==> config.mk <==
export PLATFORM = sky130hd
export DESIGN_NAME = ntt_arith_sequencer
export DESIGN_NICKNAME = d
export VERILOG_FILES = /design/src/rtl/ntt_arith_sequencer.sv
export SDC_FILE = /design/constraint.sdc
export NUM_CORES = 1
export LEC_CHECK = 0
export ABC_AREA = 1
export BUFFER_PORTS_ARGS = -buffer_cell sky130_fd_sc_hd__buf_2
export CAP_MARGIN = 20
export CELL_PAD_IN_SITES_DETAIL_PLACEMENT = 0
export CELL_PAD_IN_SITES_GLOBAL_PLACEMENT = 1
export CORE_AREA = 8 8 223 225
export CTS_CLUSTER_DIAMETER = 40
export DETAILED_ROUTE_END_ITERATION = 8
export DIE_AREA = 0 0 231 233
export HOLD_SLACK_MARGIN = 0.12
export PLACE_DENSITY_LB_ADDON = 0.15
export SYNTH_ARGS = -nofsm -noshare
export SYNTH_HDL_FRONTEND = slang
export SYNTH_SLANG_ARGS = --single-unit
==> constraint.sdc <==
create_clock -name clk -period 4.1 [get_ports clk]
set_input_delay 0.205 -clock clk [delete_from_list [all_inputs] [get_ports clk]]
set_output_delay 0.205 -clock clk [all_outputs]
set_load 0.01 [all_outputs]
==> src/rtl/ntt_arith_sequencer.sv <==
// ntt_arith_sequencer
//   Streams element-wise operand pairs from two coefficient RAM read ports
//   into the NTT arith unit and writes each registered result back to a
//   destination RAM region. Processes one element per cycle, fully pipelined.
//
//   Ports
//     clk, rst                 clock, asynchronous active-high reset
//     cmd_*                    command handshake (valid/ready), opcode, bases,
//                              element count and modulus
//     rd_a_*, rd_b_*           operand RAM read ports (1-cycle latency)
//     au_*                     arith unit opcode/operands/modulus, au_res back
//     wr_en/wr_addr/wr_data    result RAM write port
//     busy, done, cmd_err      status: in progress, completion pulse,
//                              rejection pulse
//
//   state | meaning
//   ------+-----------------------------------------------------------------
//   IDLE  | waiting for a command; cmd_ready high
//   RUN   | issuing one read pair per cycle until the last element is read
//   DRAIN | draining the RAM-read and arith-unit stages to the final write
module ntt_arith_sequencer #(
    parameter int AW = 10
) (
    input  logic          clk,
    input  logic          rst,

    input  logic          cmd_valid,
    output logic          cmd_ready,
    input  logic [1:0]    cmd_opcode,
    input  logic [AW-1:0] cmd_src_a,
    input  logic [AW-1:0] cmd_src_b,
    input  logic [AW-1:0] cmd_dst,
    input  logic [AW:0]   cmd_len,
    input  logic [63:0]   cmd_q,

    output logic          rd_a_en,
    output logic [AW-1:0] rd_a_addr,
    input  logic [63:0]   rd_a_data,
    output logic          rd_b_en,
    output logic [AW-1:0] rd_b_addr,
    input  logic [63:0]   rd_b_data,

    output logic [1:0]    au_opcode,
    output logic [63:0]   au_op_a,
    output logic [63:0]   au_op_b,
    output logic [63:0]   au_op_q,
    input  logic [63:0]   au_res,

    output logic          wr_en,
    output logic [AW-1:0] wr_addr,
    output logic [63:0]   wr_data,

    output logic          busy,
    output logic          done,
    output logic          cmd_err
);

    typedef enum logic [1:0] {IDLE, RUN, DRAIN} state_t;

    localparam logic [AW:0] MAX_LEN = {1'b1, {AW{1'b0}}};

    state_t      state;
    logic        rd_en;
    logic        stg1_vld;   // operand data is at the arith unit inputs this cycle
    logic [AW:0] rem;        // reads still to issue after the current one

    assign cmd_ready = (state == IDLE);
    assign rd_a_en   = rd_en;
    assign rd_b_en   = rd_en;
    assign au_op_a   = rd_a_data;
    assign au_op_b   = rd_b_data;
    assign wr_data   = au_res;

    always_ff @(posedge clk or posedge rst) begin
        if (rst) begin
            state     <= IDLE;
            rd_en     <= 1'b0;
            stg1_vld  <= 1'b0;
            wr_en     <= 1'b0;
            rd_a_addr <= '0;
            rd_b_addr <= '0;
            wr_addr   <= '0;
            rem       <= '0;
            au_opcode <= '0;
            au_op_q   <= '0;
            busy      <= 1'b0;
            done      <= 1'b0;
            cmd_err   <= 1'b0;
        end else begin
            done     <= 1'b0;
            cmd_err  <= 1'b0;
            stg1_vld <= rd_en;
            wr_en    <= stg1_vld;
            if (wr_en) begin
                wr_addr <= wr_addr + 1'b1;
            end

            case (state)
                IDLE: begin
                    // busy stays high through the done cycle (set on DRAIN
                    // exit) and drops here unless a new run starts at once.
                    busy <= 1'b0;
                    if (cmd_valid) begin
                        au_opcode <= cmd_opcode;
                        au_op_q   <= cmd_q;
                        rd_a_addr <= cmd_src_a;
                        rd_b_addr <= cmd_src_b;
                        wr_addr   <= cmd_dst;
                        if (cmd_opcode[1] || (cmd_len > MAX_LEN)) begin
                            cmd_err <= 1'b1;
                        end else if (cmd_len == '0) begin
                            done <= 1'b1;
                        end else begin
                            state <= RUN;
                            busy  <= 1'b1;
                            rd_en <= 1'b1;
                            rem   <= cmd_len - 1'b1;
                        end
                    end
                end

                RUN: begin
                    if (rem != '0) begin
                        rd_a_addr <= rd_a_addr + 1'b1;
                        rd_b_addr <= rd_b_addr + 1'b1;
                        rem       <= rem - 1'b1;
                    end else begin
                        rd_en <= 1'b0;
                        state <= DRAIN;
                    end
                end

                DRAIN: begin
                    // Last write is in flight when no further operand is queued.
                    if (wr_en && !stg1_vld) begin
                        state <= IDLE;
                        done  <= 1'b1;
                    end
                end

                default: state <= IDLE;
            endcase
        end
    end

endmodule

==> results.tsv, run 1 <==
metric	value	unit
nets@finish	1363	
layout cells sized above 1	25.8	%
post-synthesis cell count	948	
HP Class	in2reg	
vias in the first global route	6544	
endpoints failing setup	0	
post-synth top area share	40.5	%
Sw Pwr	0.673	mW
Worst setup EP type	flip-flop	
dpl hpwl	21.9	mm
clk slew on worst S/H paths	0.07	ns
Synth Warn #	0	
Pwr Density	310	nW/µm²
Final Hold Fails	0	
largest net degree at the start of global routing	78	
Sequential Power Share	41.2	%
DRT iter0 DRCs	261	
dpl cell area	7390	µm²
Longest Clk Path Bufs	2	
Synth Cell Area	7110	µm²
top_reg_cell synth	dfrtp_1	
largest cells by area after synthesis	dfrtp_1 40%, buf_4 21%, nand2_1 20%, inv_1 2.6%, nand3_1 2.5%	
Reg2Reg Setup Slack	1.65	ns
TritonRoute pass-1 iters	4	
die height	233	µm
Routed WL	28.9	mm
unrepaired setup endpoints after global routing	no	
Hold WS	0.138	ns
worst path buffer plus inverter count	3	
Die ar.	53800	µm²
slew at the pin closest to its max-slew limit	0.952	ns
cell with the most instances after synthesis	nand2_1	
maximum vdd drop	0.000189	V
Internal	2.08	mW
num rows	79	
worst path arrival time	2.76	ns
number of buffers created by CTS	17	
fmax	408	MHz
post-route ant nets	0	
Crit-path slowest cell	buf_4	
Crit path largest cell delay	0.64	ns
Slew Viols, Final	0	
H-tree levels	4	
setup TNS	0	ns
GPL Wtd Cong	0.721	
via-per-instance ratio	3.65	
Layout area overhead	24.9	%
hold path startpoint	cmd_src_a[4]	
Initial Util	15.4	%
Ports	597	
core region area	46100	µm²
outcome	completed	
placed instance count	1551	
critical path's most frequent cell	nand2_1	
Max-Cap Viols	0	
area leader, netlist	dfrtp_1	
top cells by count, synth	378 x nand2_1, 197 x buf_4, 115 x dfrtp_1, 49 x inv_1, 39 x nor2_1	
worst path cell trace	nor2_2, nand2_2, buf_4, nand2_1, buf_4, inv_2, nor2_1, nand2_1, nand2_1	
power share of the clock group	52.8	%
Post-synth EDFFs	0	
Netlist cell types	32	
Crit Path Max Fanout	77	
Total GRT Usage	10.6	%
antenna violations before repair	2	
port bufs	212	
power share of the combinational group	6.0	%
via count	6125	
register area share after synthesis	40.5	%
Clock Root Buffer	clkbuf_16	
overflow left after global routing	0	
CP Class	reg2reg	
#FFs+latches synth	115	
fin cells	1677	
first-pass GRT wire length	42.8	mm
CTS tree	yes	
Hold Path End	rd_a_addr[4]$_DFFE_PP0P_	
Final Skew	0.0160	ns
Worst Hold Path Cells	5	
Avg WL per Cell	17.2	µm
reg2reg start	state[0]$_DFFE_PP0P_	
Crit path depth	9	
clk_lat worst skew	0.43	ns
antenna cells	0	
Mapped Avg Cell Area	7.50	µm²
Post-synth ARST share	100	%
Sink Count	115	
switching power share of the total	24.4	%
Fill cells	5350	
startpoint types	flip-flop	
RR Endpoint	rd_b_addr[9]$_DFFE_PP0P_	
fin crit share	59.7	%
Leakage	4.80	nW
post-route cell area	8880	µm²
CP required	4.41	ns
DRC	0	
Die W	231	µm
post-route minimum period	2.45	ns
Mapped Nets	1254	
delay-heaviest family, CP	buffers and inverters	
worst r2r path cells	9	
slew margin rel.	36.5	%
flip-flops by register name, summed over array words and instances (netlist names):
signal	count
au_op_q	64
rem	11
rd_a_addr	10
rd_b_addr	10
wr_addr	10
au_opcode	2
state	2
busy	1
cmd_err	1
done	1
rd_a_en	1
stg1_vld	1
wr_en	1
layout make-up:
cell class                      count  area [µm²]  share of cell area, %
Multi-Input combinational cell    558        2440                   27.5
Timing Repair Buffer              312        2050                   23.0
Inverter                           53         204                   2.30
Clock buffer                       21         450                   5.07
Tap cell                          607         759                   8.55
Clock inverter                     11         104                   1.17
Sequential cell                   115        2880                   32.4
routing by layer:
metal / GRT usage [%] / wire (µm)
met2: 16.5 / 13300
met4: 6.24 / 1430
met5: 0.184 / 13
met1: 12.7 / 12300
met3: 3.50 / 1850
worst min-delay path, delay by kind of cell:
family	cells	cell delay, ns
buffers and inverters	1	0.10
and+or+nand+nor	3	0.16
AOI/OAI and AO/OA	1	0.06
worst max-delay path by stage:
stage                               startpoint                       end  slack (ns)
after detailed placement  state[0]$_DFFE_PP0P_  rd_b_addr[9]$_DFFE_PP0P_        1.49
after global placement    state[0]$_DFFE_PP0P_  rd_b_addr[9]$_DFFE_PP0P_        1.49
final                     state[0]$_DFFE_PP0P_  rd_b_addr[9]$_DFFE_PP0P_        1.65
after global routing      state[0]$_DFFE_PP0P_  rd_b_addr[9]$_DFFE_PP0P_        1.33
after CTS                 state[0]$_DFFE_PP0P_  rd_b_addr[9]$_DFFE_PP0P_        1.47
after floorplan                            rst    au_op_q[0]$_DFFE_PP0P_        0.85
power groups by stage:
stage / Combinational (mW) / Sequential [mW] / Clock (mW)
after CTS: 0.174 / 1.13 / 1.53
after floorplan: 0.215 / 1.16 / 0
after global routing: 0.187 / 1.13 / 1.57
after detailed placement: 0.0992 / 1.16 / 0
after global placement: 0.0995 / 1.16 / 0
final: 0.167 / 1.14 / 1.46
cells in the final DEF (no fill, tap or decap), drive strengths merged, types with 2 or more instances in the layout:
cell	instances
nand3b	6
xnor2	2
buf	218
o21ai	29
a21oi	8
clkinvlp	5
clkbuf	21
ha	4
a31oi	2
inv	55
clkinv	3
nor3	9
dfrtp	115
xor2	4
nor2	44
dlygate4sd3	94
or2	7
nand2	386
nand4	9
o31ai	3
o211ai	8
nand3	35
stage by stage:
step                power, mW  worst slack [ns]  util [%]
floorplan                1.37             0.851         -
global placement         1.26              1.49      16.0
detailed placement       1.25              1.49      16.0
CTS                      2.84              1.47      19.3
global route             2.90              1.33      19.3
finish                   2.76              1.65      19.3
timing repair:
item,in CTS,in global routing
setup buffers,0,0
endpoints found under the hold margin,150,0
resized for setup,0,0
hold buffers,94,0
setup endpoints to repair,0,0
cells by family (layout without fill, tap and decap cells):
kind of cell | count (synthesis) | count (layout) | share of synthesized area (%)
AND/OR/NAND/NOR | 497 | 497 | 28.5
buffers and inverters | 275 | 397 | 25.2
flip-flops | 115 | 115 | 40.5
AO/OA/AOI/OAI | 51 | 51 | 4.30
XOR/XNOR | 6 | 6 | 0.739
adder cells (fa/ha/maj) | 4 | 4 | 0.704
Power figures use the tool's default switching activity.
==> run 2: changes to the inputs <==
==> constraint.sdc (replaced) <==
create_clock -name clk -period 2.5 [get_ports clk]
set_input_delay 0.125 -clock clk [delete_from_list [all_inputs] [get_ports clk]]
set_output_delay 0.125 -clock clk [all_outputs]
set_load 0.01 [all_outputs]
==> results.tsv, run 2 (synthesis results as in run 1) <==
metric	value	unit	change
outcome	completed		unchanged
DRC	0		unchanged
Worst setup EP type	flip-flop		unchanged
Die W	231	µm	unchanged
Die ar.	53800	µm²	unchanged
number of flip-flops in the largest register	64		unchanged
worst path arrival time	2.49	ns	was 2.76 ns
vias in the first global route	6597		was 6544
power share of the combinational group	5.8	%	was 6.0%
Hold WS	0.159	ns	was 0.138 ns
CTS tree	yes		unchanged
Max-Cap Viols	0		unchanged
HP Class	in2reg		unchanged
FF/Latch Area	2880	µm²	unchanged
unrepaired setup endpoints after global routing	no		unchanged
Layout area overhead	27.9	%	was 24.9%
Setup Fix Bufs, Post-CTS	0		unchanged
via-per-instance ratio	3.67		was 3.65
Slew Viols, Final	0		unchanged
fmax	469	MHz	was 408 MHz
antenna cells	0		unchanged
Total GRT Usage	10.8	%	was 10.6%
die height	233	µm	unchanged
fin cells	1686		was 1677
core region area	46100	µm²	unchanged
H-tree levels	4		unchanged
setup TNS	0	ns	unchanged
layout cells sized above 1	25.9	%	was 25.8%
CP required	2.86	ns	was 4.41 ns
startpoint types	flip-flop		unchanged
most frequent cells in the layout	377 x nand2_1, 212 x buf_2, 115 x dfrtp_1		unchanged
top flop regs	au_op_q (64), rem (11)		unchanged
number of buffers created by CTS	17		unchanged
Sw Pwr	1.08	mW	was 0.673 mW
routed wl met2	13.3	mm	about the same
most common cell after layout, fill and taps aside	nand2_1		unchanged
reg2reg start	state[0]$_DFFE_PP0P_		unchanged
nets@finish	1373		was 1363
Internal	3.80	mW	was 2.08 mW
slew margin rel.	56.2	%	was 36.5%
Longest Clk Path Bufs	2		unchanged
endpoints failing setup	0		unchanged
CP Class	reg2reg		unchanged
post-CTS resize count	0		unchanged
fin crit share	85.3	%	was 59.7%
Sequential Power Share	38.1	%	was 41.2%
WL met1	12.1	mm	was 12.3 mm
Final Skew	0.00860	ns	was 0.0160 ns
post-route minimum period	2.13	ns	was 2.45 ns
Pwr Density	537	nW/µm²	was 310 nW/µm²
post-route cell area	9090	µm²	was 8880 µm²
via count	6189		was 6125
crit path from	state[0]$_DFFE_PP0P_		unchanged
TritonRoute pass-1 iters	5		was 4
hold path startpoint	cmd_valid		was cmd_src_a[4]
clk_lat worst skew	0.43	ns	about the same
num rows	79		unchanged
met3 WL post-DR	2.15	mm	was 1.85 mm
port bufs	212		unchanged
Clock Root Buffer	clkbuf_16		unchanged
Final Hold Fails	0		unchanged
maximum vdd drop	0.000396	V	was 0.000189 V
dpl hpwl	22.1	mm	was 21.9 mm
Ports	597		unchanged
antenna violations before repair	1		was 2
placed instance count	1555		was 1551
clk slew on worst S/H paths	0.06	ns	was 0.07 ns
DRT iter0 DRCs	269		was 261
register bank with the most flops	au_op_q		unchanged
power share of the clock group	56.0	%	was 52.8%
Routed WL	29.1	mm	was 28.9 mm
Fill cells	5320		was 5350
first-pass GRT wire length	43.4	mm	was 42.8 mm
dpl cell area	7450	µm²	was 7390 µm²
slew at the pin closest to its max-slew limit	0.655	ns	was 0.952 ns
overflow left after global routing	0		unchanged
DR top layer	met4		was met5
Initial Util	15.4	%	unchanged
Sink Count	115		unchanged
Avg WL per Cell	17.3	µm	was 17.2 µm
Crit Path Max Fanout	18		was 77
Multi-input gate area	2440	µm²	unchanged
GPL Wtd Cong	0.736		was 0.721
largest net degree at the start of global routing	64		was 78
post-route ant nets	0		unchanged
switching power share of the total	22.1	%	was 24.4%
Leakage	4.90	nW	was 4.80 nW
## run 2: cell types whose count changed in the layout (fill, tap and decap cells not counted), moves of 2 or more
| cell | delta |
|---|---|
| buf_12 | +3 |
| bufinv_16 | +3 |
| clkbuf_8 | +3 |
| clkinvlp_4 | -2 |
| dlygate4sd3_1 | +6 |
| inv_6 | -3 |
## run 2: what timing repair did
item | 4_1_cts | 5_1_grt
hold buffers | 100 | 0
endpoints found under the setup margin | 0 | 0
endpoints found under the hold margin | 120 | 0
## run 2: power groups by stage
stage | sequential (mW) | combinational [mW] | clock [mW]
2_1_floorplan | 1.90 | 0.353 | 0
3_3_place_gp | 1.90 | 0.168 | 0
3_5_place_dp | 1.90 | 0.167 | 0
4_1_cts | 1.86 | 0.295 | 2.85
5_1_grt | 1.86 | 0.316 | 2.93
6_report | 1.86 | 0.285 | 2.73
## run 2: final timing paths
check,end,slack (ns),depth (start not counted)
max in group asynchronous,wr_addr[8]$_DFF_PP0_,1.43,4
hold / removal,rd_a_en$_DFFE_PP0P_,0.16,6
setup / recovery,rem[5]$_DFFE_PP0P_,0.37,7
hold reg to reg,wr_en$_DFF_PP0_,0.38,0
setup reg to reg,rem[5]$_DFFE_PP0P_,0.37,7
min in group asynchronous,au_op_q[2]$_DFFE_PP0P_,0.34,3
## run 2: critical path, cell delays in order (launching register included)
cell and delay, ns:
dfrtp_1 0.53, nor2_2 0.20, nand2_2 0.20, inv_2 0.34, nand4_1 0.23, nand2_2 0.36
nand2_1 0.12, o21ai_2 0.07
## run 2: final cells by class
cell class                 instances  share of cell area, %
timing repair buffer             322                   23.9
tap                              607                   8.36
inverter                          53                   2.23
sequential                       115                   31.7
multi-input combinational        558                   26.8
clock buffer                      23                   5.37
clock inverter                     8                   1.64
## run 2: through the flow
stage                     utilization, %  power (mW)  worst slack (ns)
after floorplan                        -        2.25             0.811
after global placement              16.2        2.06             0.388
after detailed placement            16.2        2.06             0.335
after CTS                           19.7        5.01             0.318
after global routing                19.7        5.11             0.125
final                               19.7        4.88             0.367
## run 2: per-layer routing
layer / vias up / track usage, %
li1: 2980 / -
met1: 2825 / 12.7
met2: 270 / 16.6
met3: 114 / 3.98
met4: 0 / 6.34
met5: - / 0.459
==> run 3: changes to the inputs <==
--- a/config.mk
+++ b/config.mk
@@ -6,14 +6,14 @@
 export NUM_CORES = 1
 export LEC_CHECK = 0
 export ABC_AREA = 1
-export BUFFER_PORTS_ARGS = -buffer_cell sky130_fd_sc_hd__buf_2
 export CAP_MARGIN = 20
 export CELL_PAD_IN_SITES_DETAIL_PLACEMENT = 0
 export CELL_PAD_IN_SITES_GLOBAL_PLACEMENT = 1
-export CORE_AREA = 8 8 223 225
+export CORE_AREA = 8 8 229 231
 export CTS_CLUSTER_DIAMETER = 40
 export DETAILED_ROUTE_END_ITERATION = 8
-export DIE_AREA = 0 0 231 233
+export DIE_AREA = 0 0 237 239
+export DONT_BUFFER_PORTS = 1
 export HOLD_SLACK_MARGIN = 0.12
 export PLACE_DENSITY_LB_ADDON = 0.15
 export SYNTH_ARGS = -nofsm -noshare
==> results.tsv, run 3 (synthesis results as in run 1) <==
metric	value	unit	change
first-pass GRT wire length	41.9	mm	was 43.4 mm
unrepaired setup endpoints after global routing	no		unchanged
maximum vdd drop	0.000458	V	was 0.000396 V
Worst setup EP type	flip-flop		unchanged
Fill cells	5499		was 5320
most common cell after layout, fill and taps aside	nand2_1		unchanged
Sw Pwr	1.10	mW	was 1.08 mW
Final Skew	0.00943	ns	was 0.00860 ns
core region area	48500	µm²	was 46100 µm²
number of flip-flops in the largest register	64		unchanged
die height	239	µm	was 233 µm
startpoint types	flip-flop		unchanged
Crit Path Max Fanout	30		was 18
top flop regs	au_op_q (64), rem (11)		unchanged
DRC	0		unchanged
worst path arrival time	2.62	ns	was 2.49 ns
Longest Clk Path Bufs	2		unchanged
fin cells	1529		was 1686
TritonRoute pass-1 iters	4		was 5
GPL Wtd Cong	0.683		was 0.736
CP required	2.88	ns	was 2.86 ns
fin crit share	89.6	%	was 85.3%
post-route ant nets	0		unchanged
num rows	81		was 79
power share of the clock group	55.7	%	was 56.0%
endpoints failing setup	0		unchanged
worst path buffer plus inverter count	2		was 1
CTS tree	yes		unchanged
Ports	597		unchanged
clk slew on worst S/H paths	0.06	ns	about the same
Die ar.	56600	µm²	was 53800 µm²
clk_lat worst skew	0.47	ns	was 0.43 ns
Pwr Density	556	nW/µm²	was 537 nW/µm²
via count	5561		was 6189
outcome	completed		unchanged
overflow left after global routing	0		unchanged
Sink Count	115		unchanged
power share of the combinational group	4.5	%	was 5.8%
switching power share of the total	23.5	%	was 22.1%
post-route minimum period	2.24	ns	was 2.13 ns
CP Class	reg2reg		unchanged
pre-CTS WS	0.305	ns	was 0.335 ns
largest net degree at the start of global routing	64		unchanged
Avg WL per Cell	18.4	µm	was 17.3 µm
Crit-path slowest cell	dlygate4sd3_1		was dfrtp_1
dpl hpwl	21.0	mm	was 22.1 mm
most frequent cells in the layout	377 x nand2_1, 138 x dlygate4sd3_1, 115 x dfrtp_1		was 377 x nand2_1, 212 x buf_2, 115 x dfrtp_1
Worst Slack Setup Final	0.260	ns	was 0.367 ns
DRT iter0 DRCs	253		was 269
Sequential Power Share	39.8	%	was 38.1%
layout cells sized above 1	7.51	%	was 25.9%
port bufs	0		was 212
Clock Root Buffer	clkbuf_16		unchanged
Routed WL	28.1	mm	was 29.1 mm
Internal	3.58	mW	was 3.80 mW
register bank with the most flops	au_op_q		unchanged
Total GRT Usage	10.2	%	was 10.8%
placed instance count	1358		was 1555
Final Hold Fails	0		unchanged
slew margin rel.	59.0	%	was 56.2%
Die W	237	µm	was 231 µm
slew at the pin closest to its max-slew limit	0.613	ns	was 0.655 ns
Crit path largest cell delay	0.56	ns	was 0.53 ns
number of buffers created by CTS	17		unchanged
Slew Viols, Final	0		unchanged
Hold WS	0.178	ns	was 0.159 ns
setup TNS	0	ns	unchanged
HP Class	in2reg		unchanged
antenna violations before repair	3		was 1
post-route cell area	8420	µm²	was 9090 µm²
nets@finish	1199		was 1373
worst path cell trace	nor2_4, nand2_4, buf_4, nor2_1, nand3_1, dlygate4sd3_1, a21oi_1		was nor2_2, nand2_2, inv_2, nand4_1, nand2_2, nand2_1, o21ai_2
Initial Util	14.6	%	was 15.4%
Layout area overhead	18.5	%	was 27.9%
Leakage	4.11	nW	was 4.90 nW
delay-heaviest family, CP	buffers and inverters		was simple AND/OR/NAND/NOR gates
Max-Cap Viols	0		unchanged
vias in the first global route	6022		was 6597
H-tree levels	4		unchanged
via-per-instance ratio	3.64		was 3.67
dpl cell area	6430	µm²	was 7450 µm²
fmax	447	MHz	was 469 MHz
==> run 3: cell types whose count changed in the layout (fill, tap and decap cells not counted), sizes merged <==
cell and change:
diode +1, clkbuf -2, bufinv -1, dlygate4sd3 +38, clkinv +4, buf -212
==> run 3: worst paths after layout <==
| kind | start | end | slack, ns | depth (start not counted) |
|---|---|---|---|---|
| worst max-delay path | state[0]$_DFFE_PP0P_ | done$_DFF_PP0_ | 0.26 | 7 |
| worst min-delay path | cmd_len[4] | rem[4]$_DFFE_PP0P_ | 0.18 | 6 |
| worst max register to register | state[0]$_DFFE_PP0P_ | done$_DFF_PP0_ | 0.26 | 7 |
| worst min register to register | stg1_vld$_DFF_PP0_ | wr_en$_DFF_PP0_ | 0.37 | 0 |
| max in group asynchronous | rst | wr_addr[2]$_DFF_PP0_ | 1.60 | 3 |
| min in group asynchronous | rst | au_op_q[12]$_DFFE_PP0P_ | 0.21 | 2 |
==> run 3: worst min-delay path: stages <==
cell and delay (ns):
inv_1 0.02, nand2_1 0.07, nand2_1 0.12, nor2_1 0.14, o21ai_1 0.08, nand2_1 0.05
==> run 3: power groups by stage <==
stage | logic (mW) | registers, mW | clock network (mW)
2_1_floorplan | 0.353 | 1.90 | 0
3_3_place_gp | 0.0732 | 1.90 | 0
3_5_place_dp | 0.0722 | 1.90 | 0
4_1_cts | 0.223 | 1.86 | 2.76
5_1_grt | 0.235 | 1.86 | 2.82
6_report | 0.212 | 1.86 | 2.61
==> run 3: cell type report <==
| class | count | area (µm²) | area share [%] |
|---|---|---|---|
| Antenna cell | 1 | 2.50 | 0.0297 |
| Timing Repair Buffer | 148 | 1510 | 17.9 |
| Clock inverter | 11 | 154 | 1.83 |
| Multi-Input combinational cell | 558 | 2450 | 29.1 |
| Tap cell | 622 | 778 | 9.24 |
| Inverter | 53 | 204 | 2.42 |
| Clock buffer | 21 | 450 | 5.35 |
| Sequential cell | 115 | 2880 | 34.2 |
==> run 3: through the flow <==
| step | util [%] | total power [mW] |
|---|---|---|
| floorplan | - | 2.25 |
| global placement | 13.2 | 1.97 |
| detailed placement | 13.2 | 1.97 |
| CTS | 17.3 | 4.85 |
| global route | 17.3 | 4.92 |
| finish | 17.3 | 4.68 |
==> run 3: repair_timing <==
item | CTS | global route
resized for setup | 0 | 2
setup buffers | 0 | 0
setup endpoints to repair | 0 | 16
endpoints found under the hold margin | 223 | 0
hold buffers | 138 | 0
==> run 3: layer usage <==
layer / wire [µm] / share of wire, % / vias up / global-route usage (%)
met5: 0 / 0 / - / 0.606
met4: 1690 / 6.0 / 0 / 7.17
met3: 2750 / 9.8 / 120 / 5.35
met2: 12900 / 46 / 244 / 15.4
met1: 10800 / 38 / 2558 / 10.7
li1: - / - / 2639 / -
